==> src/rtl/pipe_ctrl_pkg.sv <==
// Shared pipeline-control types for the 5-stage core (sequencer and forwarding unit).
// Holds the mult/div occupancy state enum, register-address width and control bundle.
package pipe_ctrl_pkg;

  localparam int REG_AW = 5;

  typedef enum logic [0:0] {
    RUN     = 1'b0,
    MD_BUSY = 1'b1
  } md_state_e;

  typedef struct packed {
    logic pc_write;
    logic ifid_write;
    logic ifid_flush;
    logic idex_flush;
  } pipe_ctl_t;

  function automatic pipe_ctl_t mk_ctl(input logic pc_write, input logic ifid_write,
                                       input logic ifid_flush, input logic idex_flush);
    pipe_ctl_t c;
    c.pc_write   = pc_write;
    c.ifid_write = ifid_write;
    c.ifid_flush = ifid_flush;
    c.idex_flush = idex_flush;
    return c;
  endfunction

  localparam pipe_ctl_t CTL_RESET  = '{pc_write: 1'b0, ifid_write: 1'b0, ifid_flush: 1'b1, idex_flush: 1'b1};
  localparam pipe_ctl_t CTL_BRANCH = '{pc_write: 1'b1, ifid_write: 1'b1, ifid_flush: 1'b1, idex_flush: 1'b1};
  localparam pipe_ctl_t CTL_STALL  = '{pc_write: 1'b0, ifid_write: 1'b0, ifid_flush: 1'b0, idex_flush: 1'b1};
  localparam pipe_ctl_t CTL_JUMP   = '{pc_write: 1'b1, ifid_write: 1'b1, ifid_flush: 1'b1, idex_flush: 1'b0};
  localparam pipe_ctl_t CTL_RUN    = '{pc_write: 1'b1, ifid_write: 1'b1, ifid_flush: 1'b0, idex_flush: 1'b0};

endpackage

==> src/rtl/pipe_hazard_ctrl_md_occ_counter.sv <==
// Loadable down-counter tracking remaining mult/div EX occupancy cycles.
// zero flags the final occupancy cycle; the counter never wraps below zero.
module md_occ_counter #(
  parameter int MD_LATENCY = 4,
  parameter int CW         = $clog2(MD_LATENCY)
) (
  input  logic          clk_i,
  input  logic          rst_n,
  input  logic          load,
  input  logic          dec,
  output logic [CW-1:0] cnt,
  output logic          zero
);

  localparam logic [CW-1:0] LOAD_VAL = CW'(MD_LATENCY - 1);

  logic [CW-1:0] cnt_r;

  // Occupancy count: load on issue, step down while busy.
  always_ff @(posedge clk_i or negedge rst_n) begin
    if (!rst_n) begin
      cnt_r <= {CW{1'b0}};
    end else if (load) begin
      cnt_r <= LOAD_VAL;
    end else if (dec && (cnt_r != {CW{1'b0}})) begin
      cnt_r <= cnt_r - {{(CW-1){1'b0}}, 1'b1};
    end else begin
      cnt_r <= cnt_r;
    end
  end

  assign cnt  = cnt_r;
  assign zero = (cnt_r == {CW{1'b0}});

endmodule

==> src/rtl/pipe_hazard_ctrl.sv <==
// Pipeline sequencer: load-use, branch, jump and mult/div hazard control for the MIPS core.
// Optional PIPE_HAZ_PERF_EN adds saturating stall/flush performance counters.
module pipe_hazard_ctrl #(
  parameter int MD_LATENCY = 4,
  parameter int REG_AW     = pipe_ctrl_pkg::REG_AW
) (
  input  logic              clk_i,
  input  logic              rst_n,
  input  logic [REG_AW-1:0] id_rs_i,
  input  logic [REG_AW-1:0] id_rt_i,
  input  logic              id_uses_rt_i,
  input  logic              id_md_use_i,
  input  logic              id_jump_i,
  input  logic [REG_AW-1:0] ex_rt_i,
  input  logic              ex_memread_i,
  input  logic              ex_br_taken_i,
  input  logic              ex_md_start_i,
  output logic              pc_write_o,
  output logic              ifid_write_o,
  output logic              ifid_flush_o,
  output logic              idex_flush_o,
  output logic              md_busy_o,
  output logic              md_done_o
`ifdef PIPE_HAZ_PERF_EN
  ,
  output logic [31:0]       stall_cnt_o,
  output logic [31:0]       flush_cnt_o
`endif
);

  import pipe_ctrl_pkg::*;

  localparam int CW = $clog2(MD_LATENCY);

  md_state_e     state_r;
  md_state_e     state_s;
  logic          load_s;
  logic          busy_s;
  logic          cnt_zero_s;
  logic [CW-1:0] cnt_s;
  logic          lu_s;
  logic          mds_s;
  pipe_ctl_t     ctl_s;

  md_occ_counter #(
    .MD_LATENCY (MD_LATENCY),
    .CW         (CW)
  ) u_md_cnt (
    .clk_i (clk_i),
    .rst_n (rst_n),
    .load  (load_s),
    .dec   (busy_s),
    .cnt   (cnt_s),
    .zero  (cnt_zero_s)
  );

  // Mult/div occupancy state register.
  always_ff @(posedge clk_i or negedge rst_n) begin
    if (!rst_n) begin
      state_r <= RUN;
    end else begin
      state_r <= state_s;
    end
  end

  // Next state; a new issue is ignored while the unit is still occupied.
  always_comb begin
    state_s = state_r;
    load_s  = 1'b0;
    case (state_r)
      RUN: begin
        if (ex_md_start_i) begin
          state_s = MD_BUSY;
          load_s  = 1'b1;
        end else begin
          state_s = RUN;
        end
      end
      MD_BUSY: begin
        if (cnt_zero_s) begin
          state_s = RUN;
        end else begin
          state_s = MD_BUSY;
        end
      end
      default: begin
        state_s = RUN;
      end
    endcase
  end

  assign busy_s = (state_r == MD_BUSY);

  assign lu_s = ex_memread_i && (ex_rt_i != {REG_AW{1'b0}}) &&
                ((ex_rt_i == id_rs_i) || (id_uses_rt_i && (ex_rt_i == id_rt_i)));
  assign mds_s = busy_s && !cnt_zero_s && id_md_use_i;

  // Priority mux; reset overrides combinationally so the pipe is held while rst_n is low.
  always_comb begin
    ctl_s = CTL_RUN;
    if (!rst_n) begin
      ctl_s = CTL_RESET;
    end else if (ex_br_taken_i) begin
      ctl_s = CTL_BRANCH;
    end else if (lu_s || mds_s) begin
      ctl_s = CTL_STALL;
    end else if (id_jump_i) begin
      ctl_s = CTL_JUMP;
    end else begin
      ctl_s = mk_ctl(1'b1, 1'b1, 1'b0, 1'b0);
    end
  end

  assign pc_write_o   = ctl_s.pc_write;
  assign ifid_write_o = ctl_s.ifid_write;
  assign ifid_flush_o = ctl_s.ifid_flush;
  assign idex_flush_o = ctl_s.idex_flush;
  assign md_busy_o    = busy_s;
  assign md_done_o    = busy_s && cnt_zero_s;

`ifdef PIPE_HAZ_PERF_EN
  logic [31:0] stall_cnt_r;
  logic [31:0] flush_cnt_r;

  // Saturating performance counters; reset cycles never reach the increment.
  always_ff @(posedge clk_i or negedge rst_n) begin
    if (!rst_n) begin
      stall_cnt_r <= 32'd0;
      flush_cnt_r <= 32'd0;
    end else begin
      if (!ctl_s.pc_write && (stall_cnt_r != 32'hFFFF_FFFF)) begin
        stall_cnt_r <= stall_cnt_r + 32'd1;
      end else begin
        stall_cnt_r <= stall_cnt_r;
      end
      if (ctl_s.ifid_flush && (flush_cnt_r != 32'hFFFF_FFFF)) begin
        flush_cnt_r <= flush_cnt_r + 32'd1;
      end else begin
        flush_cnt_r <= flush_cnt_r;
      end
    end
  end

  assign stall_cnt_o = stall_cnt_r;
  assign flush_cnt_o = flush_cnt_r;
`endif

endmodule

==> config.mk <==
export PLATFORM = sky130hd
export DESIGN_NAME = pipe_hazard_ctrl
export DESIGN_NICKNAME = d
export VERILOG_FILES = /design/src/rtl/pipe_ctrl_pkg.sv /design/src/rtl/pipe_hazard_ctrl_md_occ_counter.sv /design/src/rtl/pipe_hazard_ctrl.sv
export SDC_FILE = /design/constraint.sdc
export NUM_CORES = 1
export LEC_CHECK = 0
export ABC_AREA = 0
export ABC_CLOCK_PERIOD_IN_PS = 1400
export CAP_MARGIN = 5
export CORE_AREA = 3 3 40 42
export CTS_CLUSTER_DIAMETER = 40
export DETAILED_ROUTE_END_ITERATION = 12
export DIE_AREA = 0 0 43 45
export PLACE_DENSITY_LB_ADDON = 0.05
export REMOVE_ABC_BUFFERS = 1
export SYNTH_ARGS = -nofsm -noshare
export SYNTH_HDL_FRONTEND = slang
export SYNTH_SLANG_ARGS = --single-unit
==> constraint.sdc <==
create_clock -name clk_i -period 1.4 [get_ports clk_i]
set_input_delay 0.21 -clock clk_i [delete_from_list [all_inputs] [get_ports clk_i]]
set_output_delay 0.21 -clock clk_i [all_outputs]
set_load 0.02 [all_outputs]
==> metrics <==
vias in the first global route 476; Max FO, Critical Path 2; Synth Flop Type dfrtp_1; Rel. slew slack 0.863; grt met2 use 0.219; startpoint class of the critical path primary input; Total Routing Usage GR 0.143; Synth Area in Compound Gates 0.185; grt total ovfl 0; CTS tree done; root buffer cell clkbuf_4; fillers 123; RSZ-0062 raised after global routing yes; status finished, violations left; Worst EP required 1.19 ns; Slew Limit Fails 0; proportion of synthesized area in mux cells 0; Cell Rows 13; Leak 0.000383 uW; grt met1 use 0.157; clock-pin slew on the worst setup and hold paths 0.03 ns; Tcrit/Tclk final 1.20; worst vdd ir 0.000908 V; Die ar. 1940 sq um; asr flop ratio synth 1.00; worst-margin pin slew 0.207 ns; ANT cells 0; Synth Cell Area 359 sq um; Initial Utilization 0.279; largest family of logic cells by synthesized area XOR/XNOR gates; Hold WS 0.330 ns; Syn Inst Count 46; met3 usage 0.0518; drt drc 0; Die X 43 microns; Seq/Total Area, Yosys 0.209; Final Worst Setup Slack -0.284 ns; Synth Area in XOR/XNOR 0.268; DPL Wire Length 969 microns; drt pass-1 iters 4; Non-Filler Instances 109; Final Setup Violations 4; Worst Setup End Kind output pin; RePlAce Congestion 0.717; CP peak stage delay 0.52 ns; #FFs+latches synth 3; starting DRC count in detailed routing 3; Final min period 1.68 ns; Clock Tree Buf Depth 2; R2R Path Start u_md_cnt.cnt[0]$_DFFE_PN0P_; failing checks setup timing; global-route wire length before repair 2010 microns; clock net sink count 3; most frequent CP cell buf_6; crit path cell chain buf_6 > or4_4 > o21a_1 > a221o_1 > buf_6; Sw Pwr 374 uW; Synth-to-Final Area Change 130%; share of cells above drive strength 1 0.394; Setup CP Type primary input to output pin; fraction of the mapped netlist area in adder cells 0.0348; CP max-delay cell or4_4; Setup TNS -0.834 ns; final hold vios 0; largest net degree at the start of global routing 8; number of synthesized flops with an enable pin 0; core box area 1280 sq um; CP Launch Point ex_rt_i[4]; post-layout util 0.644; clk_skew 0.000281 ns; Comb power frac 0.699; Clk pwr share 0.146; Buffers on Ports 28; Avg Vias per Cell 4.65; Max Fclk 594 MHz; H-tree levels 1; Synth Area in Simple Gates 0.251; Final ANT Viol Nets 0; initial antenna violation count 0; DR WL/cell 11.6 microns; post-synth cell types 23; switching share of total power 0.359; synth warn 0; P_int 668 uW; Vias 507; Critical Path AT 1.47 ns; busiest grt layer met2; clock insertion delay at the later pin of the skew report 0.24 ns; number of buffers created by CTS 3; PD cells 1260 nW/um^2; Die Y-Extent 45 microns; max-cap violation count 0; syn_area_per_cell 7.81 sq um; Inst Count DP 100; # nets final 119; worst hold path type primary input to asynchronous set/reset pin; Top Ports 29; sequential power share 0.154; total wire length 1260 microns
[routing by layer]
layer	vias to the layer above	share of wire
li1	255	-
met1	222	0.41
met2	23	0.43
met3	7	0.11
met4	0	0.048
met5	-	0
[synth_stat cells, drive strengths merged (2+ instances only)]
| cell | instances | area share |
|---|---|---|
| inv | 3 | 0.031 |
| o21ai | 2 | 0.028 |
| nand2 | 3 | 0.031 |
| a21oi | 5 | 0.070 |
| dfrtp | 3 | 0.21 |
| xnor2 | 10 | 0.24 |
| nor3 | 2 | 0.028 |
| nor2 | 3 | 0.031 |
[repair_timing]
item / CTS / global route
buffers inserted: 2 / 4
setup endpoints to repair: 6 / 5
pin swaps: 15 / 2
gates resized for setup: 60 / 7
hold buffers: 0 / 0
[sequential cells by signal (all words and copies together) (netlist names)]
| name | count |
|---|---|
| u_md_cnt.cnt | 2 |
| md_busy_o | 1 |
[layout make-up]
cell class / instances / area [sq um] / area share
Inverter: 3 / 11.3 / 0.0136
Sequential cell: 3 / 75.1 / 0.0908
Timing Repair Buffer: 45 / 390 / 0.472
Clock buffer: 4 / 26.3 / 0.0318
Tap cell: 15 / 18.8 / 0.0227
Multi-Input combinational cell: 39 / 305 / 0.369
[logic make-up after synthesis]
family                   count (synthesis)
XOR/XNOR                                11
AO/OA/AOI/OAI                           11
adder cells (fa/ha/maj)                  1
buffers and inverters                    4
flip-flops                               3
AND/OR/NAND/NOR                         16
[cells in the final DEF, fill, tap and decap left out]
cell type / count
a21o_1: 1
a21oi_1: 4
a21oi_2: 1
a221o_1: 1
and2_4: 1
buf_2: 1
buf_4: 19
buf_6: 5
clkbuf_1: 1
clkbuf_4: 3
clkdlybuf4s15_1: 1
clkdlybuf4s50_1: 8
dfrtp_1: 3
dlygate4sd2_1: 11
ha_4: 1
inv_1: 1
inv_2: 2
nand2_1: 3
nand2b_1: 1
nand3_1: 1
nand3b_1: 1
nand4_1: 1
nand4b_1: 1
nor2_1: 3
nor2b_4: 1
nor3_1: 2
o21a_1: 1
o21ai_0: 1
o21ai_1: 1
o22ai_2: 1
or4_4: 1
xnor2_1: 9
xnor2_2: 1
xor2_1: 1
[power groups by stage]
stage,Sequential (uW),Clock [uW],Combinational (uW)
CTS,155,161,646
global route,166,176,804
finish,161,153,728
detailed placement,153,0,586
floorplan,191,0,244
global placement,151,0,582
[worst paths after layout]
path | endpoint | slack (ns) | depth (start not counted)
worst max-delay path | idex_flush_o | -0.28 | 5
worst min-delay path | md_busy_o$_DFF_PN0_ | 0.33 | 2
worst max register to register | u_md_cnt.cnt[0]$_DFFE_PN0P_ | 0.23 | 6
worst min register to register | u_md_cnt.cnt[1]$_DFFE_PN0P_ | 0.60 | 2
max in group asynchronous | u_md_cnt.cnt[1]$_DFFE_PN0P_ | 0.98 | 2
min in group clk_i | u_md_cnt.cnt[1]$_DFFE_PN0P_ | 0.60 | 2
[stage by stage]
| stage | setup slack [ns] | total power [uW] | cell area (sq um) |
|---|---|---|---|
| CTS | -0.308 | 961 | 781 |
| floorplan | -0.442 | 434 | 352 |
| finish | -0.284 | 1040 | 827 |
| detailed placement | -1.09 | 739 | 741 |
| global route | -0.315 | 1150 | 827 |
| global placement | -1.05 | 733 | 741 |
[worst max-delay path: cells and delay by family]
kind / cells / cell delay (ns)
AO/OA/AOI/OAI: 2 / 0.51
buffers and inverters: 2 / 0.23
AND/OR/NAND/NOR: 1 / 0.52
No activity file was read; power rests on OpenSTA's default activity.
